## src/rtl/tap_seed_controller.sv

```systemverilog
// tap_seed_controller
// Drives one seeding cycle of the random module. The sequence is:
//   1. clear the tap selector;
//   2. collect NUM_OF_TAPS nonzero entropy nibbles over a valid/ready handshake
//      and forward each one as a selector take;
//   3. issue the selector's completion take (din = 0);
//   4. wait for sel_done, load the LFSR, then step it WARMUP_CYCLES times;
//   5. report ready.
// A stall of TIMEOUT cycles in COLLECT or WAIT_DONE ends in ERROR.
//
// Ports:
//   clk, res            clock, asynchronous active-high reset
//   start               seeding request (honoured in IDLE/READY/ERROR)
//   rnd_valid/rnd_data  entropy nibble in; rnd_ready = nibble accepted
//   sel_res/sel_take/sel_din, sel_done   tap selector control/status
//   lfsr_load, lfsr_en  LFSR control
//   busy/ready/error    host status; tap_count = nonzero nibbles accepted
//
// State      | meaning
// IDLE       | after reset, waiting for start
// CLEAR      | one-cycle synchronous clear of the selector
// COLLECT    | accepting entropy nibbles, forwarding nonzero ones as takes
// FINALIZE   | last tap take on the wire; completion take issued on exit
// WAIT_DONE  | waiting for the selector to report done
// LOAD       | one-cycle LFSR tap load
// WARMUP     | LFSR stepped for WARMUP_CYCLES cycles
// READY      | LFSR seeded and running
// ERROR      | timeout seen; sticky until the next start
module tap_seed_controller #(
  parameter int NUM_OF_TAPS   = 15,
  parameter int WARMUP_CYCLES = 16,
  parameter int TIMEOUT       = 255
) (
  input  logic       clk,
  input  logic       res,
  input  logic       start,
  input  logic       rnd_valid,
  input  logic [3:0] rnd_data,
  output logic       rnd_ready,
  output logic       sel_res,
  output logic       sel_take,
  output logic [3:0] sel_din,
  input  logic       sel_done,
  output logic       lfsr_load,
  output logic       lfsr_en,
  output logic       busy,
  output logic       ready,
  output logic       error,
  output logic [7:0] tap_count
);

  localparam int TMO_W = $clog2(TIMEOUT + 1);
  localparam int WRM_W = $clog2(WARMUP_CYCLES + 1);

  typedef enum logic [3:0] {
    S_IDLE, S_CLEAR, S_COLLECT, S_FINALIZE, S_WAIT_DONE,
    S_LOAD, S_WARMUP, S_READY, S_ERROR
  } state_t;

  state_t state_q, state_d;
  logic [TMO_W-1:0] tmo_q, tmo_d;
  logic [WRM_W-1:0] wrm_q, wrm_d;
  logic [7:0] tap_count_q, tap_count_d;
  logic       rnd_ready_q, rnd_ready_d;
  logic       sel_res_q, sel_res_d;
  logic       sel_take_q, sel_take_d;
  logic [3:0] sel_din_q, sel_din_d;
  logic       lfsr_load_q, lfsr_load_d;
  logic       lfsr_en_q, lfsr_en_d;
  logic       busy_q, busy_d;
  logic       ready_q, ready_d;
  logic       error_q, error_d;
  logic       hs;

  // rnd_ready_q is only ever high in COLLECT, so this is the handshake.
  assign hs = rnd_valid && rnd_ready_q;

  always_comb begin
    state_d     = state_q;
    tmo_d       = tmo_q;
    wrm_d       = wrm_q;
    tap_count_d = tap_count_q;
    sel_take_d  = 1'b0;
    sel_din_d   = 4'h0;

    case (state_q)
      S_IDLE, S_READY, S_ERROR: begin
        if (start) begin
          state_d     = S_CLEAR;
          tap_count_d = 8'd0;
        end
      end
      S_CLEAR: begin
        state_d = S_COLLECT;
        tmo_d   = '0;
      end
      S_COLLECT: begin
        if (hs) begin
          tmo_d = '0;
          // Zero nibbles are consumed but never become taps.
          if (rnd_data != 4'h0) begin
            sel_take_d  = 1'b1;
            sel_din_d   = rnd_data;
            tap_count_d = tap_count_q + 8'd1;
            if (tap_count_q == 8'(NUM_OF_TAPS - 1)) state_d = S_FINALIZE;
          end
        end else if (tmo_q == TMO_W'(TIMEOUT - 1)) begin
          state_d = S_ERROR;
        end else begin
          tmo_d = tmo_q + TMO_W'(1);
        end
      end
      S_FINALIZE: begin
        // Completion take: din = 0 tells the selector the set is complete.
        sel_take_d = 1'b1;
        state_d    = S_WAIT_DONE;
        tmo_d      = '0;
      end
      S_WAIT_DONE: begin
        if (sel_done) begin
          state_d = S_LOAD;
        end else if (tmo_q == TMO_W'(TIMEOUT - 1)) begin
          state_d = S_ERROR;
        end else begin
          tmo_d = tmo_q + TMO_W'(1);
        end
      end
      S_LOAD: begin
        state_d = S_WARMUP;
        wrm_d   = WRM_W'(WARMUP_CYCLES - 1);
      end
      S_WARMUP: begin
        if (wrm_q == '0) state_d = S_READY;
        else             wrm_d   = wrm_q - WRM_W'(1);
      end
      default: state_d = S_IDLE;
    endcase

    // Outputs are registered from the next state so they line up with state_q.
    rnd_ready_d = (state_d == S_COLLECT);
    sel_res_d   = (state_d == S_CLEAR);
    lfsr_load_d = (state_d == S_LOAD);
    lfsr_en_d   = (state_d == S_WARMUP) || (state_d == S_READY);
    ready_d     = (state_d == S_READY);
    error_d     = (state_d == S_ERROR);
    busy_d      = state_d inside {S_CLEAR, S_COLLECT, S_FINALIZE,
                                  S_WAIT_DONE, S_LOAD, S_WARMUP};
  end

  always_ff @(posedge clk or posedge res) begin
    if (res) begin
      state_q     <= S_IDLE;
      tmo_q       <= '0;
      wrm_q       <= '0;
      tap_count_q <= 8'd0;
      rnd_ready_q <= 1'b0;
      sel_res_q   <= 1'b0;
      sel_take_q  <= 1'b0;
      sel_din_q   <= 4'h0;
      lfsr_load_q <= 1'b0;
      lfsr_en_q   <= 1'b0;
      busy_q      <= 1'b0;
      ready_q     <= 1'b0;
      error_q     <= 1'b0;
    end else begin
      state_q     <= state_d;
      tmo_q       <= tmo_d;
      wrm_q       <= wrm_d;
      tap_count_q <= tap_count_d;
      rnd_ready_q <= rnd_ready_d;
      sel_res_q   <= sel_res_d;
      sel_take_q  <= sel_take_d;
      sel_din_q   <= sel_din_d;
      lfsr_load_q <= lfsr_load_d;
      lfsr_en_q   <= lfsr_en_d;
      busy_q      <= busy_d;
      ready_q     <= ready_d;
      error_q     <= error_d;
    end
  end

  assign rnd_ready = rnd_ready_q;
  assign sel_res   = sel_res_q;
  assign sel_take  = sel_take_q;
  assign sel_din   = sel_din_q;
  assign lfsr_load = lfsr_load_q;
  assign lfsr_en   = lfsr_en_q;
  assign busy      = busy_q;
  assign ready     = ready_q;
  assign error     = error_q;
  assign tap_count = tap_count_q;

endmodule

```

## config.mk

```make
export PLATFORM = sky130hd
export DESIGN_NAME = tap_seed_controller
export DESIGN_NICKNAME = d
export VERILOG_FILES = /design/src/rtl/tap_seed_controller.sv
export SDC_FILE = /design/constraint.sdc
export NUM_CORES = 1
export LEC_CHECK = 0
export BUFFER_PORTS_ARGS = -buffer_cell sky130_fd_sc_hd__buf_2
export CAP_MARGIN = 40
export CORE_MARGIN = 2
export CORE_UTILIZATION = 40
export CTS_BUF_LIST = sky130_fd_sc_hd__clkbuf_4 sky130_fd_sc_hd__clkbuf_8
export DETAILED_ROUTE_END_ITERATION = 8
export HOLD_SLACK_MARGIN = 0.06
export PLACE_DENSITY_LB_ADDON = 0.08
export SYNTH_ARGS = -nofsm -noshare
export SYNTH_HDL_FRONTEND = slang
export SYNTH_SLANG_ARGS = --single-unit
```

## constraint.sdc

```tcl
create_clock -name clk -period 3.24 [get_ports clk]
set_clock_uncertainty 0.2 [all_clocks]
set_input_delay 0.162 -clock clk [delete_from_list [all_inputs] [get_ports clk]]
set_output_delay 0.162 -clock clk [all_outputs]
set_load 0.02 [all_outputs]
```

Word level (Yosys, flattened, before mapping):

Cells that the tools add are included.

* bits in registers: 37
* bits in latches: 0
* RAM bits: 0
* bits in read-only memories: 0
* output and inout port bits: 20
* word-level logic and storage cells: 77
* memories: 0

* add/subtract/negate cells: 3
* multiply operators: 0
* div/mod/pow operators: 0
* order comparisons: 0
* eq/ne operators: 23
* shifts and indexed selects: 0
* muxes and demuxes: 24
* bitwise operators: 0
* reduce and logical (&&, ||, !) cells: 14

Operator list (count)
* $mux 8: 6
* $mux 4: 10
* $eq 4x3->1 const B: 8
* $pmux 4 s7: 1
* $pmux 8 s3: 1
* $add 8x1->8 const B: 2
* $eq 4x2->1 const B: 4
* $pmux 8 s2: 1
* $ne 2x2->1 const B: 5
* $pmux 5 s2: 1
* $eq 4x1->1 const B: 2
* $eq 4x4->1 const B: 2
* $eq 8x4->1 const B: 1
* $eq 8x8->1 const B: 1
* $reduce_bool 6->1: 1
* $logic_not 5->1: 1
* $mux 5: 1
* $sub 5x1->5 const B: 1
* $logic_not 4->1: 1
* $reduce_and 2->1: 2
* $reduce_and 4->1: 1
* $reduce_bool 2->1: 2
* $reduce_bool 4->1: 1
* $reduce_bool 3->1: 1
* 6 further kinds: 7

Longest topological paths before layout:

* depth in word-level cells: 7
* gate-level depth with buffers: 9
* mapped depth without buffers: 8

Worst setup path after synthesis:

No wires, ideal clock.

* kind: register to register
* start: register, netlist name tmo_q[0]
* end: register tap_count_q[1], in the netlist tap_count[1]
* library setup time: 0.125 ns
* data arrival time: 1.968 ns
* required time: 2.915 ns
* slack: 0.946 ns
* stages on the path, launching flop included: 9
* path through: dfrtp_1 > inv_1 > ha_1 > nand4_1 > nor3b_1 > a2bb2oi_1 > nand2_1 > o31ai_4 > mux2_4

RTL lines
* end signal: assignment: RTL line 169 `tap_count_q <= tap_count_d;`
* end: declaration: RTL line 63 `logic [7:0] tap_count_q, tap_count_d;`

==> metrics.md <==
| Metric | Value |
|---|---|
| Result of the run | finished, final reports clean |
| RSZ-0062 raised after global routing | no |
| Synthesized net count | 227 |
| Drc violations | 0 |
| Leakage dissipation | 1.123 nW |
| Post-Synthesis Cell Area | 0.001998 sq mm |
| Ratio of routed vias to standard cells | 5.098 |
| Detailed-router iteration count before antenna repair | 4 |
| Worst Reg2Reg Path Length in Cells | 8 |
| Maximum fanout count along the critical path | 6 |
| Number of storage elements in the synthesis netlist | 37 |
| Number of maximum-capacitance constraint violations | 0 |
| Peak supply drop | 378.6 uV |
| Met1 routed wirelength after detailed routing | 1.994 mm |
| Std-Cell Rows | 25 |
| Post-layout nets | 263 |
| Final TNS setup | 0 ns |
| Final critical delay including setup and external delays | 2.594 ns |
| Core area | 0.004786 sq mm |
| Fraction of the cycle the final worst path needs | 0.8005 |
| Number of DRC markers in iteration 0 | 38 |
| Global-route wire length before repair | 6.900 mm |
| CP Launch Type | flip-flop |
| Synth warnings | 0 |
| Number of enable-type register cells in the synthesized netlist | 0 |
| Capturing element type of the critical path | flip-flop |
| Max Clk Rate | 0.3856 GHz |
| Overall die height | 74.68 microns |
| Longest individual stage delay on the worst path | 0.44 ns |
| CTS tree | yes |
| Number of buffers added for setup after CTS | 0 |
| Clock sinks | 37 |
| Per-cell routed wire length | 13.08 microns |
| Via count of the first global-routing pass | 1492 |
| Placer Congestion | 0.7589 |
| Total count of hold-check failures in the final report | 0 |
| Main flop type after synthesis | dfrtp_1 |
| Cell count along the critical path | 8 |
| CTS clk-pin slew, worst paths | 0.07 ns |
| Arrival time worst endpoint | 2.57 ns |
| Area after DPL | 0.002206 sq mm |
| Total routing usage reported by global routing | 0.1625 |
| Maximum number of pins on one net before global-route repair | 38 |
| Number of buffers inserted by port buffering | 28 |
| Share of the yosys chip area belonging to registers | 0.4634 |
| Unique cell type count in the Yosys netlist | 44 |
| Area added between synthesis and finish | 19.41% |
| WL final | 4.132 mm |
| Post-DP HPWL | 2.881 mm |
| Cells along the critical path | inv_1 > ha_1 > nand4_1 > nor3b_1 > a2bb2oi_1 > nand2_1 > o31ai_4 > mux2_4 |
| Total count of max-transition violations in the final report | 0 |
| Final instance area | 0.002386 sq mm |
| Uppermost routed layer | met4 |
| Root buffer cell | clkbuf_8 |
| Share of flip-flops with an asynchronous set or reset after synthesis | 1.000 |
| I/O pin total | 29 |
| Min-Delay Path Depth | 3 |
| Starting density of the core | 0.4175 |
| Cell family with most CP delay | compound AO/OA/AOI/OAI gates |
| Overall via count from detail_route | 1611 |
| Routed wire length on met3 | 122 microns |
| Number of nets with antenna violations after routing | 0 |
| PwrDens | 807.9 mW/mm^2 |
| Die width | 74.68 microns |
| CTS Buf Count | 5 |
| H-tree depth | 2 |
| Mapped Avg Cell Area | 9.425 sq um |
| Number of buffers on the longest clock path | 2 |
| Critical setup path kind | reg2reg |
| Fin cells | 316 |
| Number of hold buffers added after cts | 6 |
| Final count of negative-setup-slack endpoints | 0 |
| Buffers and inverters on the worst path | 1 |
| Min-Delay Path Class | in2reg |
| Actual transition at the worst max-transition pin | 0.5909 ns |
| Post-Syn Instances | 212 |
| Antenna violations before repair | 0 |
| Metal2 WL | 1.960 mm |
| Die ar. | 0.005577 sq mm |
| Required time reported for the critical path endpoint | 3.22 ns |
| Max_slew headroom | 0.6024 |
| Resized cells post-CTS | 0 |
| Count of placed standard cells including taps | 302 |
| Skew-Pair Late Insertion Delay | 0.29 ns |
| Fraction of layout instances using a drive strength above 1 | 0.2008 |
| Worst-path cell with the longest stage delay | dfrtp_1 |
| Antenna Diode Count | 0 |
| Total global routing overflow | 0 |
==> worst min-delay path, stage by stage <==
cell	delay, ns
buf_2	0.15
a221oi_4	0.11
inv_1	0.10
==> cell usage after synthesis, drive strengths merged, types with 2 or more instances <==
cell type	number	share of area
and4	2	0.0088
nand4	5	0.016
o21ai	13	0.033
and3	4	0.013
a2bb2oi	2	0.0088
or4b	2	0.012
nor3	6	0.021
buf	3	0.010
nand2	22	0.041
ha	6	0.038
xnor2	3	0.013
nor3b	2	0.013
nor2	23	0.043
clkbuf	5	0.0094
nor4	4	0.013
nand3	6	0.015
a32o	2	0.011
dfrtp	37	0.46
inv	13	0.024
nor2b	4	0.013
a21oi	21	0.053
and2	5	0.016
xor2	4	0.018
a22o	3	0.013
==> where the power goes <==
part | total, W | switching, W | internal, W | leakage, nW
combinational | 0.000796 | 0.000484 | 0.000311 | 0.585
sequential | 0.000718 | 0.000145 | 0.000573 | 0.481
clock | 0.000414 | 0.000164 | 0.000250 | 0.0574
==> sequential cells by signal, summed over array words and instances, names as in the netlist <==
register and flops:
busy 1, error 1, lfsr_en 1, lfsr_load 1
ready 1, rnd_ready 1, sel_din 4, sel_res 1
sel_take 1, state_q 4, tap_count 8, tmo_q 8
wrm_q 5
==> cells by family after synthesis <==
family,count (synthesis),synth area share
XOR/XNOR,7,0.03068
adder cells (fa/ha/maj),6,0.03757
multiplexers,2,0.01252
flip-flops,37,0.4634
AO/OA/AOI/OAI,50,0.1691
buffers and inverters,21,0.04383
AND/OR/NAND/NOR,89,0.2430
==> worst paths after layout <==
kind,end,start,slack [ns]
hold / removal,state_q[0]$_DFF_PP0_,start,0.08
min in group asynchronous,tap_count[2]$_DFFE_PP0P_,res,0.33
hold reg to reg,tmo_q[4]$_DFFE_PP0P_,tmo_q[4]$_DFFE_PP0P_,0.34
max in group asynchronous,wrm_q[1]$_DFFE_PP0P_,res,2.19
setup reg to reg,tap_count[1]$_DFFE_PP0P_,tmo_q[0]$_DFFE_PP0P_,0.65
setup / recovery,tap_count[1]$_DFFE_PP0P_,tmo_q[0]$_DFFE_PP0P_,0.65
==> stage by stage <==
| stage | utilization | power, W | hold slack [ns] | worst slack (ns) |
|---|---|---|---|---|
| detailed placement | 0.4609 | 0.001520 | 0.1050 | 0.6538 |
| global placement | 0.4609 | 0.001520 | 0.09650 | 0.7096 |
| floorplan | - | 0.001322 | 0.09059 | 0.9465 |
| CTS | 0.4986 | 0.001954 | 0.07855 | 0.6458 |
| finish | 0.4986 | 0.001928 | 0.08405 | 0.6463 |
| global route | 0.4986 | 0.002088 | 0.1012 | 0.4700 |
==> final cells by class <==
class | instances | area [sq um]
fillers | 467 | 2400
multi-input cells | 154 | 984.7
well taps | 67 | 83.83
flip-flops and latches | 37 | 925.9
clock buffers | 6 | 82.58
inverters | 13 | 48.80
clock inverters | 2 | 37.54
repair buffers | 37 | 222.7
==> cell usage in the layout, fill, tap and decap left out, types with 2 or more instances in the layout <==
cell,count
a21oi_1,21
a22o_1,3
a2bb2oi_1,2
and2_1,5
and3_1,4
and4_1,2
buf_2,28
buf_4,3
clkbuf_8,6
dfrtp_1,37
dlygate4sd3_1,6
ha_1,6
inv_1,13
nand2_1,22
nand3_1,6
nand4_1,5
nor2_1,23
nor2b_1,4
nor3_1,5
nor4_1,4
o21ai_0,13
xnor2_1,3
xor2_1,4
==> layer usage <==
layer,up-vias,global-route usage
met5,-,0
met4,0,0.05357
met3,7,0.03614
met2,28,0.2616
met1,761,0.2185
li1,815,-
Power figures use the tool's default switching activity.
